<file path="src/rtl/rf_scoreboard_if.sv">
// Decode/writeback side signals of the register-file hazard scoreboard.
// The master drives issue/retire/flush; the slave (scoreboard) drives the status.
interface rf_scoreboard_if;
   logic       issue_vld;
   logic       issue_wr;
   logic [2:0] issue_dst;
   logic       src1_vld;
   logic [2:0] src1_sel;
   logic       src2_vld;
   logic [2:0] src2_sel;
   logic       retire_vld;
   logic [2:0] retire_dst;
   logic       flush;
   logic       stall;
   logic       issue_ack;
   logic [7:0] pend;
   logic       busy;
   logic       err;

   modport master (
      output issue_vld, issue_wr, issue_dst,
      output src1_vld, src1_sel, src2_vld, src2_sel,
      output retire_vld, retire_dst, flush,
      input  stall, issue_ack, pend, busy, err
   );

   modport slave (
      input  issue_vld, issue_wr, issue_dst,
      input  src1_vld, src1_sel, src2_vld, src2_sel,
      input  retire_vld, retire_dst, flush,
      output stall, issue_ack, pend, busy, err
   );
endinterface

</file>
<file path="src/rtl/rf_scoreboard.sv">
// Register-file hazard scoreboard: per-register outstanding-write counters,
// RAW / write-limit stall generation and sticky retire-underflow error.
module rf_scoreboard #(
   parameter int unsigned MAXPEND = 3
) (
   input  logic           clk,
   input  logic           rst,
   rf_scoreboard_if.slave sb
);

   localparam logic [1:0] MAX_CNT = 2'(MAXPEND);

   logic [1:0] cnt     [8];
   logic [1:0] cnt_nxt [8];
   logic [7:0] pend_q;
   logic [7:0] pend_nxt;
   logic       busy_q;
   logic       err_q;
   logic       err_nxt;
   logic [7:0] inc;
   logic [7:0] dec;
   logic       h1, h2, hw;
   logic       stall;
   logic       ack;

   // Hazards look only at registered state; a retire in the same cycle does not bypass.
   always_comb begin
      h1    = sb.src1_vld & pend_q[sb.src1_sel];
      h2    = sb.src2_vld & pend_q[sb.src2_sel];
      hw    = sb.issue_wr & (cnt[sb.issue_dst] == MAX_CNT);
      stall = sb.issue_vld & (h1 | h2 | hw);
      ack   = sb.issue_vld & ~stall & ~sb.flush;
   end

   always_comb begin
      inc      = '0;
      dec      = '0;
      pend_nxt = '0;
      err_nxt  = err_q;
      for (int unsigned i = 0; i < 8; i++) begin
         inc[i]     = ack & sb.issue_wr & (sb.issue_dst == 3'(i));
         dec[i]     = sb.retire_vld & (sb.retire_dst == 3'(i)) & (cnt[i] != '0);
         cnt_nxt[i] = cnt[i];
         if (sb.flush)
            cnt_nxt[i] = '0;
         else if (inc[i] & ~dec[i])
            cnt_nxt[i] = cnt[i] + 2'd1;
         else if (dec[i] & ~inc[i])
            cnt_nxt[i] = cnt[i] - 2'd1;
         pend_nxt[i] = (cnt_nxt[i] != '0);
      end
      if (~sb.flush & sb.retire_vld & (cnt[sb.retire_dst] == '0))
         err_nxt = 1'b1;
   end

   always_ff @(posedge clk or posedge rst) begin
      if (rst) begin
         cnt    <= '{default: '0};
         pend_q <= '0;
         busy_q <= 1'b0;
         err_q  <= 1'b0;
      end else begin
         cnt    <= cnt_nxt;
         pend_q <= pend_nxt;
         busy_q <= |pend_nxt;
         err_q  <= err_nxt;
      end
   end

   assign sb.stall     = stall;
   assign sb.issue_ack = ack;
   assign sb.pend      = pend_q;
   assign sb.busy      = busy_q;
   assign sb.err       = err_q;

endmodule

</file>
<file path="src/flat_wrapper.sv">
// flat-port wrapper written by rule: the top's interface ports become plain ports
module rf_scoreboard_flat 
#(
   parameter int unsigned MAXPEND = 3
)
  (clk, rst, sb_issue_vld, sb_issue_wr, sb_issue_dst, sb_src1_vld, sb_src1_sel, sb_src2_vld, sb_src2_sel, sb_retire_vld, sb_retire_dst, sb_flush, sb_stall, sb_issue_ack, sb_pend, sb_busy, sb_err);
  rf_scoreboard_if sb_i ();
  input  logic clk;
  input  logic rst;
  input wire logic [$bits(sb_i.issue_vld)-1:0] sb_issue_vld;
  input wire logic [$bits(sb_i.issue_wr)-1:0] sb_issue_wr;
  input wire logic [$bits(sb_i.issue_dst)-1:0] sb_issue_dst;
  input wire logic [$bits(sb_i.src1_vld)-1:0] sb_src1_vld;
  input wire logic [$bits(sb_i.src1_sel)-1:0] sb_src1_sel;
  input wire logic [$bits(sb_i.src2_vld)-1:0] sb_src2_vld;
  input wire logic [$bits(sb_i.src2_sel)-1:0] sb_src2_sel;
  input wire logic [$bits(sb_i.retire_vld)-1:0] sb_retire_vld;
  input wire logic [$bits(sb_i.retire_dst)-1:0] sb_retire_dst;
  input wire logic [$bits(sb_i.flush)-1:0] sb_flush;
  output wire logic [$bits(sb_i.stall)-1:0] sb_stall;
  output wire logic [$bits(sb_i.issue_ack)-1:0] sb_issue_ack;
  output wire logic [$bits(sb_i.pend)-1:0] sb_pend;
  output wire logic [$bits(sb_i.busy)-1:0] sb_busy;
  output wire logic [$bits(sb_i.err)-1:0] sb_err;
  assign sb_i.issue_vld = sb_issue_vld;
  assign sb_i.issue_wr = sb_issue_wr;
  assign sb_i.issue_dst = sb_issue_dst;
  assign sb_i.src1_vld = sb_src1_vld;
  assign sb_i.src1_sel = sb_src1_sel;
  assign sb_i.src2_vld = sb_src2_vld;
  assign sb_i.src2_sel = sb_src2_sel;
  assign sb_i.retire_vld = sb_retire_vld;
  assign sb_i.retire_dst = sb_retire_dst;
  assign sb_i.flush = sb_flush;
  assign sb_stall = sb_i.stall;
  assign sb_issue_ack = sb_i.issue_ack;
  assign sb_pend = sb_i.pend;
  assign sb_busy = sb_i.busy;
  assign sb_err = sb_i.err;
  rf_scoreboard #(.MAXPEND(MAXPEND)) u_core (.clk(clk), .rst(rst), .sb(sb_i));
endmodule
</file>
<file path="config.mk">
export PLATFORM = sky130hd
export DESIGN_NAME = rf_scoreboard_flat
export DESIGN_NICKNAME = d
export VERILOG_FILES = /design/src/rtl/rf_scoreboard_if.sv /design/src/rtl/rf_scoreboard.sv /design/src/flat_wrapper.sv
export SDC_FILE = /design/constraint.sdc
export NUM_CORES = 1
export LEC_CHECK = 0
export BUFFER_PORTS_ARGS = -buffer_cell sky130_fd_sc_hd__clkbuf_2
export CAP_MARGIN = 0
export CORE_AREA = 2 2 65 67
export CTS_CLUSTER_SIZE = 16
export DETAILED_ROUTE_END_ITERATION = 10
export DIE_AREA = 0 0 67 69
export PLACE_DENSITY = 0.77
export SLEW_MARGIN = 20
export SYNTH_ARGS = -nofsm -noshare
export SYNTH_HDL_FRONTEND = slang
export SYNTH_SLANG_ARGS = --single-unit
export TNS_END_PERCENT = 100
</file>
<file path="constraint.sdc">
create_clock -name clk -period 5.2 [get_ports clk]
set_input_delay 0 -clock clk [delete_from_list [all_inputs] [get_ports clk]]
set_output_delay 0 -clock clk [all_outputs]
set_load 0.02 [all_outputs]
</file>
# Yosys cells after proc, flatten, opt, wreduce, memory -nomap -nowiden
# Cells that the tools add are included.
[classes]
n_lt_le_gt_ge = 4
reduce_logical = 20
bitwise = 71
eq_ne = 15
n_addsub = 16
n_mux = 34
[op_table]
columns = ["cell", "count"]
rows = [
  ["2-to-1 mux 2 bit", 28],
  ["AND 1 bit", 49],
  ["nonzero test 2 bit", 16],
  ["equality test 3 bit (second input constant)", 8],
  ["NOT 1 bit", 18],
  ["adder 2 x 1 -> 2 bit (second input constant)", 8],
  ["subtractor 2 x 1 -> 2 bit (second input constant)", 8],
  ["binary-select mux 2 bit (select 3 bit)", 2],
  ["equality test 3 x 2 -> 1 bit (second input constant)", 4],
  ["greater-or-equal comparator 4 bit (second input constant)", 2],
  ["less-than comparator 3 x 4 -> 1 bit (second input constant)", 2],
  ["NOT 3 -> 4 bit", 2],
  ["OR reduction 8 bit", 1],
  ["binary-select mux 1 bit (select 3 bit)", 2],
  ["equality test 3 x 1 -> 1 bit (second input constant)", 2],
  ["zero test 3 bit", 2],
  ["equality test 2 bit (second input constant)", 1],
  ["zero test 2 bit", 1],
  ["2-to-1 mux 1 bit", 2],
  ["OR 1 bit", 2],
]
[word_totals]
regBits = 26
wordCells = 171
out_inout_bits = 12
in_bits = 20

# Logic depth before layout (Yosys ltp)
[logic_depth]
depth_word = 20
depth_mapped = 9
ltp_nobuf = 8

# Worst setup path after synthesis
# Ideal clock, no wire load.
[synth_path]
kind = "register -> register"
start = "register u_core.pend_q[3] (netlist: u_core.sb.pend[3])"
end = "register u_core.busy_q (netlist: u_core.sb.busy)"
path_buffers = 0
required_time_ns = 5.061
setup_time_ns = 0.139
path_slack_ns = 2.037
period_less_slack_ns = 3.163
path_stages_with_launch = 9
arrival_ns = 3.024
cell_sequence = "dfrtp_1 -> mux4_1 -> a2bb2oi_1 -> a32oi_4 -> o2111a_1 -> xnor2_1 -> a221oi_1 -> or4_1 -> or4b_1"
[synth_between]
elab_chain_len = 18
elab_cells_between_ends = 78
[synth_lines]
columns = ["item", "line", "text"]
rows = [
  ["start, declared", "rf_scoreboard.sv:15", "logic [7:0] pend_q;"],
  ["start signal, assigned", "rf_scoreboard.sv:64", "pend_q <= pend_nxt;"],
  ["binary-select mux 1 bit (select 3 bit), on equally long branches", "rf_scoreboard.sv:28, rf_scoreboard.sv:29", ""],
  ["2-to-1 mux 1 bit, on equally long branches", "rf_scoreboard.sv:28, rf_scoreboard.sv:29", ""],
  ["AND 1 bit, on equally long branches", "rf_scoreboard.sv:28, rf_scoreboard.sv:29", ""],
  ["OR 1 bit * (2 in a row)", "rf_scoreboard.sv:31", "stall = sb.issue_vld & (h1 | h2 | hw);"],
  ["AND 1 bit *", "rf_scoreboard.sv:31", ""],
  ["NOT 1 bit *", "rf_scoreboard.sv:32", "ack = sb.issue_vld & ~stall & ~sb.flush;"],
  ["AND 1 bit * (2 in a row)", "rf_scoreboard.sv:32", ""],
  ["AND 1 bit * (2 in a row)", "rf_scoreboard.sv:41", "inc[i] = ack & sb.issue_wr & (sb.issue_dst == 3'(i));"],
  ["NOT 1 bit", "rf_scoreboard.sv:48", "else if (dec[i] & ~inc[i])"],
  ["AND 1 bit", "rf_scoreboard.sv:48", ""],
  ["2-to-1 mux 2 bit", "rf_scoreboard.sv:48", ""],
  ["2-to-1 mux 2 bit *", "rf_scoreboard.sv:46", "else if (inc[i] & ~dec[i])"],
  ["2-to-1 mux 2 bit *", "rf_scoreboard.sv:44", "if (sb.flush)"],
  ["nonzero test 2 bit *", "rf_scoreboard.sv:50", "pend_nxt[i] = (cnt_nxt[i] != '0);"],
  ["named net u_core.pend_nxt[6]", "rf_scoreboard.sv:16", "logic [7:0] pend_nxt;"],
  ["OR reduction 8 bit *", "rf_scoreboard.sv:65", "busy_q <= |pend_nxt;"],
  ["end signal, assigned", "rf_scoreboard.sv:65", ""],
  ["end, declared", "rf_scoreboard.sv:17", "logic busy_q;"],
]
# The timed path passes the listed nets; every way through them passes the cells marked *. The select of a mux whose other input is x is not followed.
# A chain may end at the register's enable or synchronous reset.

# Worst setup path in the final report
# Ends and elaborated chain as after synthesis.

==> results.toml <==
[run_status]
status = "complete, no violations"

[synth]
synth_top_family_by_area = "simple AND/OR/NAND/NOR gates"
synth_edf_count = 0
yosysWarnings = 0
synthMuxAreaShare = 0.08147
ys_types = 50
synth_top_cells_by_count = "nor2_1 (28), dfrtp_1 (26), inv_1 (20)"
synth.area.top_cells = "dfrtp_1 (30%), nor2_1 (4.8%), ha_1 (4.6%), xnor2_1 (4.4%), mux2i_1 (3.7%)"
synthSimpleGateAreaFrac = 0.2542
yosys.area.top_type = "dfrtp_1"
synth_compound_area_frac = 0.1847
seq_area_frac_synth = 0.2983
syn_nets = 264
synth.most_common_cell = "nor2_1"
synth_xor_area_frac = 0.07114
netlist_area_sq_mm = 0.002181
postSynth.asyncResetShare = 1.000
syn_avg_cell_area_sq_um = 9.241
synth_top_flop_cell = "dfrtp_1"
netlist.area_leader.share = 0.2983
ys_seq_elements = 26
syn_inst = 236
synth_fa_ha_area_frac = 0.04590

[clock_network]
clock_path_buffers = 2
cts_setup_buffers = 0
clk_latency_ns = 0.27
clkTransAtPathRegs_ns = 0.09
ctsResizeCount = 0
cts_tree = "yes"
clockRootBuffer = "clkbuf_8"
clkSinkCount = 26
cts_made_buffers = 3
htreeDepth = 1

[timing]
clock_skew_ns = 0.003720
rsz0062_at_grt = "no"
worst_slew_pin_slew_ns = 0.9488
hold_slack_ns = 0.1418
finalSetupTns_ns = 0
setup_viol = 0
slew_viol_final = 0
final_hold_viol_count = 0
layout_min_cycle_time_ns = 3.338
max_freq_ghz = 0.2995
finalCritPeriodShare = 0.6420
relSlewSlack = 0.3636

[layout]
fin_nets = 296
num_antenna_cells = 0
drive_gt1_frac = 0.2060
area_growth_pct = 10.44

[routing]
drt_wl_total_microns = 4953
wl_per_cell_microns = 15.62
num_vias = 1926
drtIter0Drc = 132
drc = 0
first_pass_iters = 4
drtAntennaViolNets = 0
viasPerCell = 6.076

[floorplanning]
die_w_microns = 67
rows = 23
start_util = 0.5572
ios = 32
die_h_microns = 69
dieArea_sq_mm = 0.004623
coreArea_sq_mm = 0.003914

[critical_path]
required_ns = 5.35
cp_num_buf_inv = 0
crit_type = "reg2reg"
critical_path.max_fanout = 9
cp_cell_sequence = "mux4_1, a2bb2oi_1, a32oi_4, o2111ai_1, xor2_1, a211oi_1, or4_1, or4b_1"
cp_slowest_cell = "mux4_1"
critPathTopFamily = "compound AO/OA/AOI/OAI gates"
cp.arrival_ns = 3.49
setup.worst_path.start_class = "register"
cpPeakStageDelay_ns = 0.50
worstSetupEndpointType = "register"

[placement]
place_congestion = 0.8218
io_buffers = 31
dp_hpwl_microns = 3864

[global_routing]
grtUsageMet3 = 0.03263
grt_pass1_wl_microns = 8211
gr-usage-met2 = 0.3641
grt_pass1_vias = 1795
antenna_found_initial = 0
grtUsageTotal = 0.2243
grt_max_degree = 27
top_usage_layer = "met2"
use_met1 = 0.3085
grt.overflow.total = 0

[power_and_ir_drop]
vdd_drop_max_mv = 0.1253
power_density_mw_per_mm2 = 168.8
p_leak_nw = 0.9986

[worst_hold_path]
hp-class = "in2reg"

[job]
cap_violations = 0
==> through the flow <==
step	worst slack [ns]	cells	util	total power [mW]	instance area, sq um
finish	1.862	317	0.6154	0.4065	2409
global route	1.630	317	0.6154	0.4242	2409
CTS	1.868	317	0.6154	0.4115	2409
detailed placement	1.883	311	0.5962	0.2761	2333
global placement	2.008	311	0.5962	0.2750	2333
floorplan	2.037	236	-	0.2571	2181
==> metal layers <==
layer  vias up  part of all wire
li1        929                 -
met1       921              0.46
met2        63              0.46
met3        13             0.057
met4         0             0.021
met5         -                 0
==> worst register-to-register path, stage by stage (launching register included) <==
cell	delay, ns
dfrtp_1	0.40
mux4_1	0.50
a2bb2oi_1	0.17
a32oi_4	0.40
o2111ai_1	0.33
xor2_1	0.37
a211oi_1	0.18
or4_1	0.41
or4b_1	0.46
==> sequential cells by signal, summed over array words and instances, names as in the netlist <==
register	cells
u_core.sb.err	1
u_core.sb.busy	1
u_core.cnt	16
u_core.sb.pend	8
==> power breakdown <==
part / leakage, nW / total [mW] / switching (mW) / internal, mW
clock: 0.0288 / 0.133 / 0.0657 / 0.0678
combinational: 0.612 / 0.0678 / 0.0435 / 0.0243
sequential: 0.357 / 0.205 / 0.00127 / 0.204
total: 0.999 / 0.406 / 0.110 / 0.296
==> layout make-up <==
class | instances | area, sq um
sequential | 26 | 650.6
fill | 372 | 1505
tap | 50 | 62.56
timing repair buffer | 33 | 175.2
clock buffer | 4 | 55.05
multi-input combinational | 184 | 1390
inverter | 20 | 75.07
==> repair_timing <==
item / 4_1_cts / 5_1_grt
endpoints found under the hold margin: 27 / 0
endpoints found under the setup margin: 0 / 0
hold buffers: 2 / 0
==> path summary, 6_finish.rpt <==
check	startpoint	end	slack, ns	depth (start not counted)
min in group asynchronous	rst	u_core.cnt[13]	0.35	3
worst min-delay path	sb_retire_dst[2]	u_core.sb.err	0.14	3
max in group asynchronous	rst	u_core.sb.busy	4.41	3
worst max register to register	u_core.sb.pend[3]	u_core.sb.busy	1.86	8
worst min register to register	u_core.sb.err	u_core.sb.err	0.51	1
worst max-delay path	u_core.sb.pend[3]	u_core.sb.busy	1.86	8
==> cell families after synthesis <==
family                   count (synthesis)
AO/OA/AOI/OAI                           43
flip-flops                              26
adder cells (fa/ha/maj)                  8
AND/OR/NAND/NOR                        104
buffers and inverters                   26
XOR/XNOR                                16
multiplexers                            13
==> cell usage in the layout (no fill, tap or decap), types with 8 or more instances in the layout <==
master	Yosys	routed
nor2_1	28	28
a211oi_1	8	8
nand2_1	14	14
ha_1	8	8
inv_1	20	19
nand3_1	9	9
nor3_1	10	10
or3_1	8	8
dfrtp_1	26	26
xnor2_1	11	11
clkbuf_2	0	31
mux2i_1	8	8
Power figures use the tool's default switching activity.
